--- src/rtl/mul_pkg.sv ---
// mul_pkg -- definitions shared by the multiplier front-end slice.
//   XLEN_DEFAULT : default operand/result width
//   mul_op_e     : RISC-V M-extension multiply op codes
//   src1_signed / src2_signed / sel_high : op decode helpers
package mul_pkg;

    localparam int XLEN_DEFAULT = 32;

    typedef enum logic [1:0] {
        OP_MUL    = 2'b00,
        OP_MULH   = 2'b01,
        OP_MULHSU = 2'b10,
        OP_MULHU  = 2'b11
    } mul_op_e;

    // src1 is treated as signed for every op except MULHU
    function automatic logic src1_signed(input mul_op_e op);
        return (op != OP_MULHU);
    endfunction

    // src2 is treated as signed only for MUL and MULH
    function automatic logic src2_signed(input mul_op_e op);
        return (op == OP_MUL) || (op == OP_MULH);
    endfunction

    // every op except MUL returns the upper half of the product
    function automatic logic sel_high(input mul_op_e op);
        return (op != OP_MUL);
    endfunction

endpackage

--- src/rtl/mul_frontend_chk.sv ---
// mul_frontend_chk -- simulation-only protocol checker for mul_frontend.
//   Flags result FIFO overflow, metadata FIFO overflow/underflow and any
//   disagreement between the in-flight counter and the metadata occupancy.
module mul_frontend_chk #(
    parameter int CNT_W = 3
) (
    input logic             clk,
    input logic             reset,
    input logic             res_push,
    input logic             res_pop,
    input logic             res_full,
    input logic             meta_push,
    input logic             meta_pop,
    input logic             meta_full,
    input logic             meta_empty,
    input logic [CNT_W-1:0] meta_count,
    input logic [CNT_W-1:0] inflight
);

    // per-cycle invariant checks, suppressed while reset is applied
    always @(posedge clk) begin
        if (!reset) begin
            assert (!(res_push && res_full && !res_pop))
                else $error("mul_frontend: result FIFO overflow");
            assert (!(meta_push && meta_full && !meta_pop))
                else $error("mul_frontend: metadata FIFO overflow");
            assert (!(meta_pop && meta_empty))
                else $error("mul_frontend: metadata FIFO underflow");
            assert (meta_count == inflight)
                else $error("mul_frontend: inflight and metadata count disagree");
        end
    end

endmodule

--- src/rtl/mul_sync_fifo.sv ---
// mul_sync_fifo -- generic single-clock FIFO with registered storage.
//   clk, reset      : clock, synchronous active-high reset (clears pointers/count)
//   push, push_data : write strobe and data (a push while full is accepted only
//                     together with a pop)
//   pop, pop_data   : read strobe; pop_data shows the head entry (from registers)
//   count, empty, full : occupancy status
module mul_sync_fifo #(
    parameter int WIDTH = 8,
    parameter int DEPTH = 4
) (
    input  logic                       clk,
    input  logic                       reset,
    input  logic                       push,
    input  logic [WIDTH-1:0]           push_data,
    input  logic                       pop,
    output logic [WIDTH-1:0]           pop_data,
    output logic [$clog2(DEPTH):0]     count,
    output logic                       empty,
    output logic                       full
);

    localparam int PTR_W = $clog2(DEPTH);
    localparam int CNT_W = PTR_W + 1;

    logic [WIDTH-1:0] mem_r [DEPTH];
    logic [PTR_W-1:0] wr_ptr_r;
    logic [PTR_W-1:0] rd_ptr_r;
    logic [CNT_W-1:0] count_r;
    logic             do_push_s;
    logic             do_pop_s;

    assign empty     = (count_r == {CNT_W{1'b0}});
    assign full      = (count_r == CNT_W'(DEPTH));
    assign count     = count_r;
    assign pop_data  = mem_r[rd_ptr_r];
    assign do_pop_s  = pop & ~empty;
    assign do_push_s = push & (~full | do_pop_s);

    // storage write; contents need no reset because count gates visibility
    always_ff @(posedge clk) begin
        if (do_push_s) begin
            mem_r[wr_ptr_r] <= push_data;
        end
    end

    // pointer and occupancy tracking; DEPTH is a power of two so pointers wrap
    always_ff @(posedge clk) begin
        if (reset) begin
            wr_ptr_r <= {PTR_W{1'b0}};
            rd_ptr_r <= {PTR_W{1'b0}};
            count_r  <= {CNT_W{1'b0}};
        end else begin
            if (do_push_s) begin
                wr_ptr_r <= wr_ptr_r + PTR_W'(1);
            end
            if (do_pop_s) begin
                rd_ptr_r <= rd_ptr_r + PTR_W'(1);
            end
            case ({do_push_s, do_pop_s})
                2'b10:   count_r <= count_r + CNT_W'(1);
                2'b01:   count_r <= count_r - CNT_W'(1);
                default: count_r <= count_r;
            endcase
        end
    end

endmodule

--- src/rtl/mul_frontend.sv ---
// mul_frontend -- issue/return front end for a fixed 2-cycle multiplier.
//   Extends operands to XLEN+1 bits by op, issues them under a credit scheme
//   that guarantees room in the result FIFO (the multiplier cannot be stalled),
//   tracks {op, tag} per in-flight product and returns results in order.
//   Ports: clk, reset (sync, active-high); req_* request handshake;
//          mul_in_* / mul_src* issue side; mul_out_valid / mul_result return;
//          resp_* response handshake.
//   Build option: MUL_FRONTEND_BYPASS_EN -- when defined, a returning product
//   goes straight to resp_* if the result FIFO is empty and resp_ready is high.
module mul_frontend
    import mul_pkg::*;
#(
    parameter int XLEN      = XLEN_DEFAULT,
    parameter int TAG_W     = 4,
    parameter int RES_DEPTH = 4
) (
    input  logic              clk,
    input  logic              reset,
    input  logic              req_valid,
    output logic              req_ready,
    input  logic [1:0]        req_op,
    input  logic [XLEN-1:0]   req_src1,
    input  logic [XLEN-1:0]   req_src2,
    input  logic [TAG_W-1:0]  req_tag,
    output logic              mul_in_valid,
    input  logic              mul_in_ready,
    output logic [XLEN:0]     mul_src1,
    output logic [XLEN:0]     mul_src2,
    input  logic              mul_out_valid,
    input  logic [2*XLEN-1:0] mul_result,
    output logic              resp_valid,
    input  logic              resp_ready,
    output logic [XLEN-1:0]   resp_data,
    output logic [TAG_W-1:0]  resp_tag
);

    localparam int CNT_W  = $clog2(RES_DEPTH) + 1;
    localparam int META_W = 2 + TAG_W;
    localparam int RES_W  = XLEN + TAG_W;

    mul_op_e           req_op_s;
    mul_op_e           meta_op_s;
    logic              credit_ok_s;
    logic              issue_s;
    logic              ret_s;
    logic              bypass_s;
    logic              res_push_s;
    logic              res_pop_s;
    logic [CNT_W-1:0]  inflight_r;
    logic [CNT_W-1:0]  res_count_s;
    logic [CNT_W-1:0]  meta_count_s;
    logic              res_empty_s;
    logic              res_full_s;
    logic              meta_empty_s;
    logic              meta_full_s;
    logic [META_W-1:0] meta_head_s;
    logic [RES_W-1:0]  res_head_s;
    logic [XLEN-1:0]   sel_data_s;

    assign req_op_s = mul_op_e'(req_op);

    // operand extension: the extra top bit carries the sign only for signed sources
    always_comb begin
        mul_src1 = {req_src1[XLEN-1] & src1_signed(req_op_s), req_src1};
        mul_src2 = {req_src2[XLEN-1] & src2_signed(req_op_s), req_src2};
    end

    // a slot is reserved for every in-flight product, so credit covers both
    assign credit_ok_s  = ~reset &
        (({1'b0, inflight_r} + {1'b0, res_count_s}) < (CNT_W + 1)'(RES_DEPTH));
    assign mul_in_valid = req_valid & credit_ok_s;
    assign req_ready    = mul_in_ready & credit_ok_s;
    assign issue_s      = mul_in_valid & mul_in_ready;
    // strobes with nothing outstanding (e.g. after a reset) are dropped
    assign ret_s        = ~reset & mul_out_valid & (inflight_r != {CNT_W{1'b0}});

    // in-flight product counter
    always_ff @(posedge clk) begin
        if (reset) begin
            inflight_r <= {CNT_W{1'b0}};
        end else begin
            case ({issue_s, ret_s})
                2'b10:   inflight_r <= inflight_r + CNT_W'(1);
                2'b01:   inflight_r <= inflight_r - CNT_W'(1);
                default: inflight_r <= inflight_r;
            endcase
        end
    end

    mul_sync_fifo #(
        .WIDTH (META_W),
        .DEPTH (RES_DEPTH)
    ) u_meta_fifo (
        .clk       (clk),
        .reset     (reset),
        .push      (issue_s),
        .push_data ({req_op, req_tag}),
        .pop       (ret_s),
        .pop_data  (meta_head_s),
        .count     (meta_count_s),
        .empty     (meta_empty_s),
        .full      (meta_full_s)
    );

    assign meta_op_s = mul_op_e'(meta_head_s[META_W-1 -: 2]);

    // result half selection for the oldest outstanding op
    always_comb begin
        if (sel_high(meta_op_s)) begin
            sel_data_s = mul_result[2*XLEN-1:XLEN];
        end else begin
            sel_data_s = mul_result[XLEN-1:0];
        end
    end

    // bypass decision; without the build option every result goes through the FIFO
    always_comb begin
        res_push_s = ret_s;
        bypass_s   = 1'b0;
`ifdef MUL_FRONTEND_BYPASS_EN
        bypass_s   = ret_s & res_empty_s & resp_ready;
        res_push_s = ret_s & ~bypass_s;
`endif
    end

    mul_sync_fifo #(
        .WIDTH (RES_W),
        .DEPTH (RES_DEPTH)
    ) u_res_fifo (
        .clk       (clk),
        .reset     (reset),
        .push      (res_push_s),
        .push_data ({sel_data_s, meta_head_s[TAG_W-1:0]}),
        .pop       (res_pop_s),
        .pop_data  (res_head_s),
        .count     (res_count_s),
        .empty     (res_empty_s),
        .full      (res_full_s)
    );

    assign resp_valid = ~reset & (bypass_s | ~res_empty_s);
    assign res_pop_s  = resp_valid & resp_ready & ~bypass_s;
    assign resp_data  = bypass_s ? sel_data_s : res_head_s[RES_W-1:TAG_W];
    assign resp_tag   = bypass_s ? meta_head_s[TAG_W-1:0] : res_head_s[TAG_W-1:0];

`ifndef SYNTHESIS
    mul_frontend_chk #(
        .CNT_W (CNT_W)
    ) u_chk (
        .clk        (clk),
        .reset      (reset),
        .res_push   (res_push_s),
        .res_pop    (res_pop_s),
        .res_full   (res_full_s),
        .meta_push  (issue_s),
        .meta_pop   (ret_s),
        .meta_full  (meta_full_s),
        .meta_empty (meta_empty_s),
        .meta_count (meta_count_s),
        .inflight   (inflight_r)
    );
`endif

endmodule

--- config.mk ---
export PLATFORM = sky130hd
export DESIGN_NAME = mul_frontend
export DESIGN_NICKNAME = d
export VERILOG_FILES = /design/src/rtl/mul_pkg.sv /design/src/rtl/mul_frontend_chk.sv /design/src/rtl/mul_sync_fifo.sv /design/src/rtl/mul_frontend.sv
export SDC_FILE = /design/constraint.sdc
export NUM_CORES = 1
export LEC_CHECK = 0
export CAP_MARGIN = 20
export CORE_AREA = 4 4 135 150
export CTS_BUF_LIST = sky130_fd_sc_hd__clkbuf_8
export DETAILED_ROUTE_END_ITERATION = 7
export DIE_AREA = 0 0 139 154
export GPL_TIMING_DRIVEN = 0
export PLACE_DENSITY = 0.79
export SETUP_SLACK_MARGIN = 0.4
export SYNTH_ARGS = -nofsm -noshare
export SYNTH_HDL_FRONTEND = slang
export SYNTH_SLANG_ARGS = --single-unit
export TNS_END_PERCENT = 100
--- constraint.sdc ---
create_clock -name clk -period 4.7 [get_ports clk]
set_clock_uncertainty 0.05 [all_clocks]
set_input_delay 0.94 -clock clk [delete_from_list [all_inputs] [get_ports clk]]
set_output_delay 0.94 -clock clk [all_outputs]
set_load 0.1 [all_outputs]
==> key figures, run 1 <==
Die
  – Core Area: 18800 sq um
  – Die area: 21400 sq um
  – Die W: 139 um
  – Initial core utilization: 44.0%
  – I/O pin count: 245
  – DIE HEIGHT: 154 um
  – Rows: 53

Critical path
  – Worst R2R End: u_meta_fifo.count[2]$_SDFFE_PP0P_
  – CP max stage delay: 870 ps
  – Required time worst endpoint: 3710 ps
  – Buf/Inv on CP: 4
  – Slowest stage cell, crit path: dlygate4sd2_1
  – Critical path capture point type: primary output
  – Element type at the critical path start: primary input
  – Family with the most delay on the worst path: buffers and inverters
  – Most used cell along the critical path: clkbuf_1
  – FF-to-FF setup slack: 1940 ps
  – FF-to-FF Start: u_res_fifo.count[2]$_SDFFE_PP0P_
  – Crit path arrival time: 3140 ps
  – CP Max Fanout: 10
  – Critical path, cell by cell: clkdlybuf4s50_1, clkbuf_1, clkbuf_1, nor2_1, dlygate4sd2_1
  – Crit. path cell count: 5
  – Length in cells of the worst reg-to-reg path: 13
  – Setup Crit Path Kind: primary input to primary output

Worst hold path
  – Worst hold path class: flop to flop
  – Hold-critical path depth: 1
  – Worst hold start: u_res_fifo.rd_ptr_r[1]$_SDFFE_PP0P_

Clock network
  – Worst skew pair latency: 440 ps
  – Worst-case clock buffer depth: 2
  – Num CTS Buffers: 17
  – Setup bufs post-CTS: 0
  – CTS sink count: 189
  – CTS clock-pin slew for the worst setup and hold paths: 90 ps
  – # H-tree levels: 4
  – Hold-fix buffers at CTS: 0
  – Clock root cell: clkbuf_8
  – CTS tree: done

Synth
  – Most frequent cell after synthesis: edfxtp_1
  – Top cells by area, synth: edfxtp_1 (61%), mux4_2 (11%), buf_4 (5.9%)
  – Top_reg_cell synth: edfxtp_1
  – Yosys warning total: 0
  – Post-Syn Instances: 458
  – Share of flip-flops with an asynchronous set or reset: 0%
  – Cell variety after synth: 42
  – Sequential area share after synthesis: 66.0%
  – Post-synth top area cell: edfxtp_1
  – Yosys reg bits: 189
  – Syn Area/Cell: 18.1 sq um
  – Synth top area share: 60.9%
  – EDFF count, synth: 168
  – Top post-synthesis cells by count: edfxtp_1 (168), buf_4 (65), mux4_2 (40), mux2_4 (30)
  – Syn Std Cell Area: 8280 sq um
  – Syn Nets: 614

Finish
  – # diodes: 0
  – FF/Latch Area: 5470 sq um
  – Area Growth Syn to Fin: 30.3%
  – Fraction of layout cells with a size suffix above 1: 28.3%
  – Multi-input gate area: 2160 sq um
  – Finished Cell Area: 10800 sq um
  – Filler instances: 1456
  – Layout Nets: 815
  – Layout Cells excl Fill: 919

STA
  – Crit share post-route: 87.9%
  – Final Critical Period: 4130 ps
  – RSZ-0062 raised after global routing: false
  – FMAX: 242 MHz
  – Slew Limit Fails: 0
  – Setup TNS: 0 ps
  – Max-Slew Margin vs Limit: 28.7%
  – Worst setup margin: 569 ps
  – Final setup vio count: 0
  – Hold Vio Cnt, Final: 0
  – Worst Tran Pin Value: 1070 ps

Global route
  – GR Util met2: 28.3%
  – Global Route met3 Usage: 5.57%
  – Most used routing layer: met2
  – Largest net degree at the start of global routing: 37
  – GR Util All Layers: 16.1%
  – Met1 usage: 18.6%
  – Vias in the first global route: 5151
  – Remaining global-route overflow: 0
  – First-pass GRT wire length: 26.7 mm
  – Initial antenna violation count: 0

Routing
  – Drt drc: 0
  – Total Wirelength: 16.8 mm
  – TritonRoute pass-1 iters: 4
  – Initial DRC count: 224
  – Routed vias/inst: 4.95
  – DR WL/cell: 18.3 um
  – DR vias: 4550
  – Final ANT Viol Nets: 0

Place
  – Routability Congestion: 0.735
  – Port bufs: 182
  – Post-Place Cells: 887
  – Pre-CTS setup slack: 162 ps
  – Post-DP HPWL: 12.2 mm
  – Post-DP Area: 10400 sq um

Power
  – Pint: 2.50 mW
  – Worst VDD drop: 0.160 mV
  – P_leak: 3.75 nW
  – Psw: 1.01 mW
  – Seq pwr share: 53.0%
  – Sw frac: 28.8%
  – Logic pwr share: 18.6%
  – Cell Pwr Density: 325 nW/um^2
  – Clock power frac: 28.5%

Job
  – Max capacitance violation total: 0

Run status
  – Status: complete, no violations
[layout by cell type, fill, tap and decap left out, drive strengths merged, types with 4 or more instances in the layout]
master and n:
mux4 40, nor2 21, dfxtp 21, edfxtp 168
o21ai 4, buf 75, and2 4, clkbuf 21
inv 24, nor3 7, clkdlybuf4s50 179, a21oi 9
mux2 32, and3 6, ha 13, xor2 6
clkinvlp 5
[how the worst max path moves through the flow]
stage | slack [ps] | endpoint | startpoint
2_1_floorplan | 580 | mul_src1[32] | req_src1[31]
3_3_place_gp | 140 | resp_valid | reset
3_5_place_dp | 160 | resp_valid | reset
4_1_cts | 460 | mul_in_valid | reset
5_1_grt | 420 | resp_valid | reset
6_report | 570 | resp_valid | reset
[cells by family (layout without fill, tap and decap cells)]
logic type,count (synthesis),after routing,synth area share (%)
flip-flops,189,189,66.0
adder cells (fa/ha/maj),16,16,2.69
buffers and inverters,97,311,7.92
multiplexers,75,75,17.0
AND/OR/NAND/NOR,53,53,3.67
XOR/XNOR,9,9,0.952
AO/OA/AOI/OAI,19,19,1.80
[metrics by stage]
step | hold slack, ps | power, mW | util (%)
after global placement | 395 | 2.54 | 55.3
final | 413 | 3.50 | 57.3
after CTS | 412 | 3.54 | 57.3
after global routing | 429 | 3.63 | 57.3
after detailed placement | 400 | 2.55 | 55.3
after floorplan | 378 | 2.37 | -
[area by class of cell]
cell class,instances,area share [%]
clock buffers,17,2.17
multi-input cells,172,20.0
repair buffers,182,16.9
plain buffers,79,5.45
inverters,18,0.626
flip-flops and latches,189,50.7
clock inverters,15,1.30
well taps,247,2.86
[state kept, by name (all words and copies together), names as in the netlist, named ones only]
register and flops:
inflight_r 3, u_res_fifo.wr_ptr_r 2, u_res_fifo.mem_r 144, u_meta_fifo.rd_ptr_r 2
u_meta_fifo.count 3, u_meta_fifo.mem_r 24, u_meta_fifo.wr_ptr_r 2, u_res_fifo.count 3
u_res_fifo.rd_ptr_r 2
[power by group through the flow]
stage | combinational, mW | clock [mW] | sequential [mW]
2_1_floorplan | 0.473 | 0 | 1.89
3_3_place_gp | 0.645 | 0 | 1.89
3_5_place_dp | 0.655 | 0 | 1.90
4_1_cts | 0.657 | 1.02 | 1.86
5_1_grt | 0.678 | 1.10 | 1.86
6_report | 0.651 | 0.997 | 1.86
[layer usage]
metal  up-vias  part of all wire, %
met5         -                    0
met4         0                  1.4
met3        19                  7.2
met2       210                   52
met1      2241                   39
li1       2080                    -
[what timing repair did]
item                       in CTS  in global routing
setup endpoints to repair       1                  2
gates cloned                    0                  0
gates resized for setup         1                  2
hold endpoints to repair        0                  0
Power figures use the tool's default switching activity.
==> run 2, diff against run 1 <==
--- a/config.mk
+++ b/config.mk
@@ -6,10 +6,10 @@
 export NUM_CORES = 1
 export LEC_CHECK = 0
 export CAP_MARGIN = 20
-export CORE_AREA = 4 4 135 150
+export CORE_AREA = 2 2 133 148
 export CTS_BUF_LIST = sky130_fd_sc_hd__clkbuf_8
 export DETAILED_ROUTE_END_ITERATION = 7
-export DIE_AREA = 0 0 139 154
+export DIE_AREA = 0 0 135 150
 export GPL_TIMING_DRIVEN = 0
 export PLACE_DENSITY = 0.79
 export SETUP_SLACK_MARGIN = 0.4
==> run 2 against run 1 <==
Effect of this change:
- non-clock buffer count is the same
- critical path depth is 1 lower
- sequential share of layout area down 0.088 points
- largest power group unchanged
- global-route usage decreased by 0.44 points
- cell count unchanged
- clock power increased by 4%
- core utilization rose by 0.10 points
- largest cell class unchanged
- sequential power is essentially flat
- routed wire length is 5.5% lower
- via count shrank 0.24%
==> key figures, run 2 (same netlist as run 1, synthesis figures left out) <==
Global route
  – Vias in the first global route: 4766
  – GR Util All Layers: 15.7%
  – Largest net degree at the start of global routing: 37
  – Remaining global-route overflow: 0
  – First-pass GRT wire length: 24.0 mm
  – Initial antenna violation count: 0

Finish
  – Max reg flops: 144
  – Top flop regs: u_res_fifo.mem_r (144), u_meta_fifo.mem_r (24)
  – Most frequent cells in the layout: clkdlybuf4s50_1 (181), edfxtp_1 (168), buf_4 (65)
  – Most common cell after layout, fill and taps aside: clkdlybuf4s50_1
  – # diodes: 0
  – Layout Nets: 815
  – Top reg by flops: u_res_fifo.mem_r
  – Fraction of layout cells with a size suffix above 1: 28.0%
  – Finished Cell Area: 10800 sq um
  – Area Growth Syn to Fin: 30.5%

Clock network
  – Num CTS Buffers: 17
  – CTS sink count: 189
  – Hold-fix buffers at CTS: 0
  – Setup bufs post-CTS: 0
  – CTS tree: done
  – CTS clock-pin slew for the worst setup and hold paths: 90 ps
  – Clock root cell: clkbuf_8
  – Worst skew pair latency: 450 ps
  – # H-tree levels: 4
  – # resized after CTS: 1
  – Worst-case clock buffer depth: 2

STA
  – Max-Slew Margin vs Limit: 31.0%
  – Final setup vio count: 0
  – RSZ-0062 raised after global routing: false
  – Hold Vio Cnt, Final: 0
  – FMAX: 238 MHz
  – Final Critical Period: 4200 ps
  – Final hold slack: 411 ps
  – Crit share post-route: 89.3%
  – Worst Tran Pin Value: 1030 ps
  – Slew Limit Fails: 0
  – Setup TNS: 0 ps

Critical path
  – Setup Crit Path Kind: primary input to primary output
  – Crit path arrival time: 3210 ps
  – Critical path capture point type: primary output
  – FF-to-FF Start: u_res_fifo.count[2]$_SDFFE_PP0P_
  – Required time worst endpoint: 3710 ps
  – Element type at the critical path start: primary input
  – CP Max Fanout: 6
  – Critical Path Start: reset

Die
  – DIE HEIGHT: 150 um
  – Die area: 20300 sq um
  – Initial core utilization: 44.0%
  – Core Area: 18800 sq um
  – Die W: 135 um
  – I/O pin count: 245
  – Rows: 53

Power
  – Worst VDD drop: 0.179 mV
  – Cell Pwr Density: 328 nW/um^2
  – P_leak: 3.74 nW

Worst hold path
  – Worst hold start: u_meta_fifo.rd_ptr_r[1]$_SDFFE_PP0P_
  – Worst hold path class: flop to flop

Routing
  – DR WL/cell: 17.3 um
  – Final ANT Viol Nets: 0
  – Total Wirelength: 15.9 mm
  – Drt drc: 0
  – TritonRoute pass-1 iters: 6
  – Routed vias/inst: 4.94
  – DR vias: 4539
  – Initial DRC count: 247

Job
  – Max capacitance violation total: 0

Run status
  – Status: complete, no violations

Place
  – Port bufs: 182
  – Post-DP Area: 10400 sq um
  – Routability Congestion: 0.709
  – Post-DP HPWL: 11.2 mm
run 2: cell count changes in the layout (fill, tap and decap cells not counted), sizes merged:
cell,delta
bufinv,+1
clkdlybuf4s50,+2
clkinv,+4
clkinvlp,-4
dlymetal6s2s,-2
inv,-1
run 2: routing by layer:
| layer | global-route usage [%] | vias to the layer above | routed length [um] |
|---|---|---|---|
| li1 | - | 2074 | - |
| met1 | 18.0 | 2231 | 5970 |
| met2 | 28.8 | 214 | 8480 |
| met3 | 3.73 | 20 | 1190 |
| met4 | 5.21 | 0 | 226 |
| met5 | 0 | - | 0 |
run 2: critical path, stage by stage:
cell and delay (ps):
clkdlybuf4s50_1 560, nor4_2 370, and3_1 200, clkdlybuf4s50_1 1130
run 2: cell type report:
type | instances | area, sq um
repair buffers | 182 | 1820
multi-input cells | 172 | 2160
fillers | 1457 | 8030
inverters | 18 | 67.6
clock buffers | 17 | 234
clock inverters | 15 | 164
well taps | 247 | 309
plain buffers | 79 | 588
flip-flops and latches | 189 | 5470
run 2: final timing paths:
check                           cells after the start                                end  slack (ps)
worst max-delay path                                4                       mul_in_valid         500
worst min-delay path                                1                               flop         410
worst max register to register                     13  u_meta_fifo.count[2]$_SDFFE_PP0P_        1870
worst min register to register                      1                               flop         410
run 2: stage by stage:
stage | setup WS [ps] | util (%) | std cells | total power, mW
after floorplan | 581 | - | 458 | 2.37
after global placement | 176 | 55.3 | 887 | 2.54
after detailed placement | 168 | 55.3 | 887 | 2.55
after CTS | 508 | 57.4 | 919 | 3.58
after global routing | 422 | 57.4 | 919 | 3.67
final | 504 | 57.4 | 919 | 3.55
run 2: power breakdown:
group	internal [mW]	total [mW]	switching, mW	leakage, nW
clock network	0.481	1.04	0.560	0.202
logic	0.221	0.652	0.430	1.86
registers	1.85	1.86	0.00843	1.68
total	2.55	3.55	0.998	3.74
